===== src/rtl/md_unit_iter.sv =====
// Iterative HI/LO multiply/divide unit: radix-2 shift-add multiply, restoring divide, flush, done pulse.
// Optional multiply-accumulate ops (madd/maddu/msub) are built when MD_MADD_EN is defined.
module md_unit_iter #(
    parameter int WIDTH = 32
) (
    input  logic             clk,
    input  logic             reset,
    input  logic             start,
    input  logic [3:0]       op,
    input  logic [WIDTH-1:0] d1,
    input  logic [WIDTH-1:0] d2,
    input  logic             flush,
    output logic             busy,
    output logic             done,
    output logic [WIDTH-1:0] hi,
    output logic [WIDTH-1:0] lo
);

    localparam int CW = $clog2(WIDTH);
    localparam logic [CW-1:0] LAST = CW'(WIDTH - 1);

    localparam logic [1:0] S_IDLE = 2'd0;
    localparam logic [1:0] S_CALC = 2'd1;
    localparam logic [1:0] S_FIX  = 2'd2;

    localparam logic [3:0] OP_MULT  = 4'd1;
    localparam logic [3:0] OP_MULTU = 4'd2;
    localparam logic [3:0] OP_DIV   = 4'd3;
    localparam logic [3:0] OP_DIVU  = 4'd4;
    localparam logic [3:0] OP_MTHI  = 4'd5;
    localparam logic [3:0] OP_MTLO  = 4'd6;
`ifdef MD_MADD_EN
    localparam logic [3:0] OP_MADD  = 4'd7;
    localparam logic [3:0] OP_MADDU = 4'd8;
    localparam logic [3:0] OP_MSUB  = 4'd9;
`endif

    function automatic logic is_arith(input logic [3:0] o);
        case (o)
            OP_MULT, OP_MULTU, OP_DIV, OP_DIVU: return 1'b1;
`ifdef MD_MADD_EN
            OP_MADD, OP_MADDU, OP_MSUB:         return 1'b1;
`endif
            default:                            return 1'b0;
        endcase
    endfunction

    function automatic logic is_signed_op(input logic [3:0] o);
        case (o)
            OP_MULT, OP_DIV: return 1'b1;
`ifdef MD_MADD_EN
            OP_MADD, OP_MSUB: return 1'b1;
`endif
            default:         return 1'b0;
        endcase
    endfunction

    function automatic logic is_div_op(input logic [3:0] o);
        return (o == OP_DIV) || (o == OP_DIVU);
    endfunction

    // Two's-complement magnitude; MIN maps to 2^(WIDTH-1), which is exact as an unsigned value.
    function automatic logic [WIDTH-1:0] magnitude(input logic signed [WIDTH-1:0] v, input logic sgn);
        return (sgn && v[WIDTH-1]) ? WIDTH'(-v) : WIDTH'(v);
    endfunction

    function automatic logic [WIDTH-1:0] neg_w(input logic [WIDTH-1:0] v, input logic n);
        return n ? (~v + 1'b1) : v;
    endfunction

    function automatic logic signed [2*WIDTH-1:0] neg_2w(input logic [2*WIDTH-1:0] v, input logic n);
        return n ? $signed(~v + 1'b1) : $signed(v);
    endfunction

    logic [1:0]             state;
    logic [CW-1:0]          count;
    logic [3:0]             op_q;
    logic                   neg_a;
    logic                   neg_b;
    logic [WIDTH-1:0]       opb;
    logic [WIDTH-1:0]       acc_hi;
    logic [WIDTH-1:0]       acc_lo;

    logic [WIDTH:0]         mul_sum;
    logic [WIDTH:0]         div_shift;
    logic [WIDTH:0]         div_trial;
    logic signed [2*WIDTH-1:0] prod;
    logic [2*WIDTH-1:0]     res;
    logic                   commit;
    logic                   sgn_in;

    assign busy   = (state != S_IDLE) | (start & is_arith(op));
    assign sgn_in = is_signed_op(op);

    // Iteration datapath: shift-add keeps the product in {acc_hi, acc_lo};
    // restoring divide keeps remainder in acc_hi and shifts quotient bits into acc_lo.
    assign mul_sum   = {1'b0, acc_hi} + (acc_lo[0] ? {1'b0, opb} : '0);
    assign div_shift = {acc_hi, acc_lo[WIDTH-1]};
    assign div_trial = div_shift - {1'b0, opb};

    always_comb begin
        prod = neg_2w({acc_hi, acc_lo}, neg_a ^ neg_b);
        res  = prod;
        if (is_div_op(op_q)) begin
            res = {neg_w(acc_hi, neg_a), neg_w(acc_lo, neg_a ^ neg_b)};
        end
`ifdef MD_MADD_EN
        else if (op_q == OP_MADD || op_q == OP_MADDU) begin
            res = {hi, lo} + prod;
        end else if (op_q == OP_MSUB) begin
            res = {hi, lo} - prod;
        end
`endif
    end

    // Divide by zero runs the full latency but leaves HI/LO alone.
    assign commit = !(is_div_op(op_q) && (opb == '0));

    always_ff @(posedge clk or negedge reset) begin
        if (!reset) begin
            state <= S_IDLE;
            count <= '0;
            op_q  <= '0;
            neg_a <= 1'b0;
            neg_b <= 1'b0;
            done  <= 1'b0;
            hi    <= '0;
            lo    <= '0;
        end else begin
            done <= 1'b0;
            case (state)
                S_IDLE: begin
                    count <= '0;
                    if (start && !flush) begin
                        if (is_arith(op)) begin
                            state <= S_CALC;
                            op_q  <= op;
                            neg_a <= sgn_in & d1[WIDTH-1];
                            neg_b <= sgn_in & d2[WIDTH-1];
                        end else if (op == OP_MTHI) begin
                            hi <= d1;
                        end else if (op == OP_MTLO) begin
                            lo <= d1;
                        end
                    end
                end
                S_CALC: begin
                    if (flush) begin
                        state <= S_IDLE;
                    end else begin
                        count <= count + 1'b1;
                        if (count == LAST) state <= S_FIX;
                    end
                end
                S_FIX: begin
                    state <= S_IDLE;
                    if (!flush) begin
                        done <= 1'b1;
                        if (commit) begin
                            hi <= res[2*WIDTH-1:WIDTH];
                            lo <= res[WIDTH-1:0];
                        end
                    end
                end
                default: state <= S_IDLE;
            endcase
        end
    end

    always_ff @(posedge clk) begin
        if (state == S_IDLE) begin
            acc_hi <= '0;
            if (is_div_op(op)) begin
                opb    <= magnitude(d2, sgn_in);
                acc_lo <= magnitude(d1, sgn_in);
            end else begin
                opb    <= magnitude(d1, sgn_in);
                acc_lo <= magnitude(d2, sgn_in);
            end
        end else if (state == S_CALC) begin
            if (is_div_op(op_q)) begin
                if (!div_trial[WIDTH]) begin
                    acc_hi <= div_trial[WIDTH-1:0];
                    acc_lo <= {acc_lo[WIDTH-2:0], 1'b1};
                end else begin
                    acc_hi <= div_shift[WIDTH-1:0];
                    acc_lo <= {acc_lo[WIDTH-2:0], 1'b0};
                end
            end else begin
                acc_hi <= mul_sum[WIDTH:1];
                acc_lo <= {mul_sum[0], acc_lo[WIDTH-1:1]};
            end
        end
    end

endmodule


===== config.mk =====
export PLATFORM = sky130hd
export DESIGN_NAME = md_unit_iter
export DESIGN_NICKNAME = d
export VERILOG_FILES = /design/src/rtl/md_unit_iter.sv
export SDC_FILE = /design/constraint.sdc
export NUM_CORES = 1
export LEC_CHECK = 0
export BUFFER_PORTS_ARGS = -buffer_cell sky130_fd_sc_hd__buf_2
export CAP_MARGIN = 20
export CORE_AREA = 5 5 211 213
export DETAILED_ROUTE_END_ITERATION = 6
export DIE_AREA = 0 0 216 218
export GPL_TIMING_DRIVEN = 1
export SLEW_MARGIN = 25
export SYNTH_ARGS = -nofsm -noshare
export SYNTH_HDL_FRONTEND = slang
export SYNTH_SLANG_ARGS = --single-unit

===== constraint.sdc =====
create_clock -name clk -period 8.3 [get_ports clk]
set_input_delay 1.66 -clock clk [delete_from_list [all_inputs] [get_ports clk]]
set_output_delay 1.66 -clock clk [all_outputs]
set_load 0.03 [all_outputs]

==> summary.md <==
| Metric | Value |
|---|---|
| Clock power share | `27.5%` |
| Switching pwr | `0.00120 W` |
| Vias/cell | `5.87` |
| Area contributors post-synth | `dfrtp_1 (13%), edfxtp_1 (13%), nand2_1 (6.8%)` |
| Share of layout cells above drive strength 1 | `11.6%` |
| CTS Buffer Depth | `2` |
| CP Max Fanout | `8` |
| Unrepaired setup endpoints after global routing | `false` |
| # IOs | `138` |
| M3 GR Usage | `4.18%` |
| Post-Syn Area per Cell | `7.97 µm²` |
| Setup-failing EPs final | `0` |
| CP Launch Type | `register` |
| Gr usage total | `22.2%` |
| Final Max Tran Viols | `0` |
| Vias in the first global route | `13800` |
| Post-synth top area share | `13.3%` |
| First-pass GRT wire length | `81800 µm` |
| Max rail drop VDD | `0.160 mV` |
| Critical path arrival | `4.80 ns` |
| Global route hottest layer | `met2` |
| Postcts setup bufs | `0` |
| Slew margin rel. | `25.6%` |
| Core Box Area | `42500 µm²` |
| Die Wd | `216 µm` |
| Cell variety after synth | `75` |
| Clock transition at path regs | `0.07 ns` |
| Sequential Power Share | `37.6%` |
| Post-CTS Resized | `0` |
| Die H | `218 µm` |
| Initial Utilization | `34.6%` |
| Post-synthesis async set-or-reset flop share | `44.8%` |
| Worst Max-Slew Pin Slew | `1.09 ns` |
| Antenna violations before repair | `5` |
| Top FF cell, synth | `dfrtp_1` |
| DIE AREA | `47100 µm²` |
| P_int | `0.00183 W` |
| Detailed Routing Iterations Pass 1 | `5` |
| Ys Warns | `0` |
| Count leader, synth | `nand2_1` |
| # rows | `76` |
| Global route overflow | `0` |
| Sequential share of the synthesized area | `30.7%` |
| Grt met2 use | `36.2%` |
| Gate count after technology mapping | `1844` |
| TritonCTS buffer count | `17` |
| Residual DRC | `0` |
| Hold Fails Final Rpt | `0` |
| Logic pwr share | `34.9%` |
| Largest net degree at the start of global routing | `69` |
| Outcome | `finished clean` |
| Routability cong. | `0.974` |
| Pwr dens | `184 nW/µm²` |
| Flops & latches, synth | `174` |
| H-Tree Depth | `4` |
| DRT Wirelength | `54200 µm` |
| Buffers on Ports | `137` |
| Final HPWL DP | `42200 µm` |
| Worst r2r src | `acc_hi[3]$_SDFFE_PP0P_` |
| Post-route minimum period | `4.50 ns` |
| WS Path Type | `reg -> reg` |
| Hold buffer count at CTS | `0` |
| Met1 Resource Use GR | `30.4%` |
| Mapped Area | `14700 µm²` |
| Area Overhead vs Synth | `12.4%` |
| Final ANT Viol Nets | `0` |
| R2r worst-path depth | `10` |
| Vias post-DR | `14600` |
| Leak | `7.18 nW` |
| CP required | `8.60 ns` |
| Critical path origin | `acc_hi[3]$_SDFFE_PP0P_` |
| Nets | `2071` |
| Sw Share | `39.6%` |
| Clock latency at the later pin of the worst-skew pair | `0.46 ns` |
| Syn nets | `1988` |
| TritonCTS clock tree | `done` |
| Setup tns final | `0 ns` |
| Design Power | `0.00304 W` |
| Max Fclk | `222 MHz` |
| DR WL/cell | `21.8 µm` |
| Top cells by count, synth | `nand2_1 (267), nor2_1 (188), a21oi_1 (138)` |
| Hold Crit Start | `lo[22]$_DFFE_PN0P_` |
| Clock sinks | `174` |
| Hold Crit Class | `reg -> reg` |
| Iteration-0 DRC Markers | `1604` |
| Synth area leader | `dfrtp_1` |
| Worst Hold Path Cells | `2` |
| WHS | `0.479 ns` |
| Root buf cell | `clkbuf_16` |
| Fin Clk Skew | `0.0187 ns` |
| EDFF count, synth | `64` |
| # Max-Cap Violations | `0` |
| Setup crit end kind | `register` |
| Fin crit share | `54.3%` |
## kinds of logic (layout without fill, tap and decap cells)
kind of cell,count (synthesis),after routing,synth area share [%]
DFF,174,174,30.7
adders and majority gates,72,72,6.24
buffers and inverters,158,254,4.11
muxes,71,71,4.92
other,0,1,0
and+or+nand+nor,667,667,20.6
xor gates and xnor gates,169,169,10.1
AOI/OAI and AO/OA,533,533,23.2
## cells in the final DEF (no fill, tap or decap), drive strengths merged, types with 14 or more instances in the layout
cell and instances:
nand3 27, and3 14, nand2b 17, a21o 34
nor3 37, buf 158, edfxtp 64, mux2i 64
a22oi 16, nand2 267, nor2 188, inv 64
o31ai 33, or4 16, nor4 21, clkbuf 19
ha 70, xnor2 90, nand4 14, a31oi 47
o21ai 135, dfrtp 78, dfxtp 32, a21oi 138
xor2 79, or3 20
## flip-flops by register name (all words and copies together) (netlist names)
| name | count |
|---|---|
| opb | 32 |
| op_q | 4 |
| lo | 32 |
| state | 2 |
| count | 5 |
| acc_hi | 32 |
| neg_b | 1 |
| neg_a | 1 |
| acc_lo | 32 |
| hi | 32 |
| done | 1 |
## per-stage QoR
step,area (µm²),utilization [%],worst slack (ns),std cells
2_1_floorplan,14700,-,3.94,1844
3_3_place_gp,15900,37.5,3.75,2454
3_5_place_dp,15900,37.5,3.57,2454
4_1_cts,16500,38.8,3.89,2486
5_1_grt,16500,38.8,3.59,2486
6_report,16500,38.9,3.80,2487
## power by group through the flow
| stage | combinational [W] | clock, W | sequential, W |
|---|---|---|---|
| after floorplan | 0.000609 | 0 | 0.00124 |
| after global placement | 0.00103 | 0 | 0.00115 |
| after detailed placement | 0.00104 | 0 | 0.00116 |
| after CTS | 0.00105 | 0.000844 | 0.00114 |
| after global routing | 0.00115 | 0.000880 | 0.00116 |
| final | 0.00106 | 0.000834 | 0.00114 |
## final timing paths
kind	to	slack, ns
max	acc_hi[29]$_SDFFE_PP0P_	3.80
min	lo[22]$_DFFE_PN0P_	0.48
max reg2reg	acc_hi[29]$_SDFFE_PP0P_	3.80
min reg2reg	lo[22]$_DFFE_PN0P_	0.48
max in group asynchronous	done$_DFF_PN0_	6.37
min in group asynchronous	hi[14]$_DFFE_PN0P_	1.04
## layer usage
layer | up-vias | wire length, µm
li1 | 6843 | -
met5 | - | 47
met2 | 629 | 25000
met1 | 7034 | 23500
met3 | 76 | 4400
met4 | 6 | 1280
## worst max-delay path: stages, from the launching register on
cell and delay, ns:
dfxtp_1 0.57, ha_1 0.37, a21o_1 0.22, a31oi_1 0.19, a21oi_1 0.16, o211ai_1 0.42, nand2_1 0.20, a311oi_1 0.86
mux2i_1 0.15, a2111oi_0 0.97, o221ai_1 0.23
## final cells by class
| cell class | count | area, µm² |
|---|---|---|
| Fill cell | 4346 | 26000 |
| Clock inverter | 13 | 139 |
| Tap cell | 546 | 683 |
| Multi-Input combinational cell | 1512 | 9640 |
| Timing Repair Buffer | 158 | 850 |
| Antenna cell | 1 | 2.50 |
| Inverter | 64 | 240 |
| Sequential cell | 174 | 4510 |
| Clock buffer | 19 | 443 |
Power figures use the tool's default switching activity.
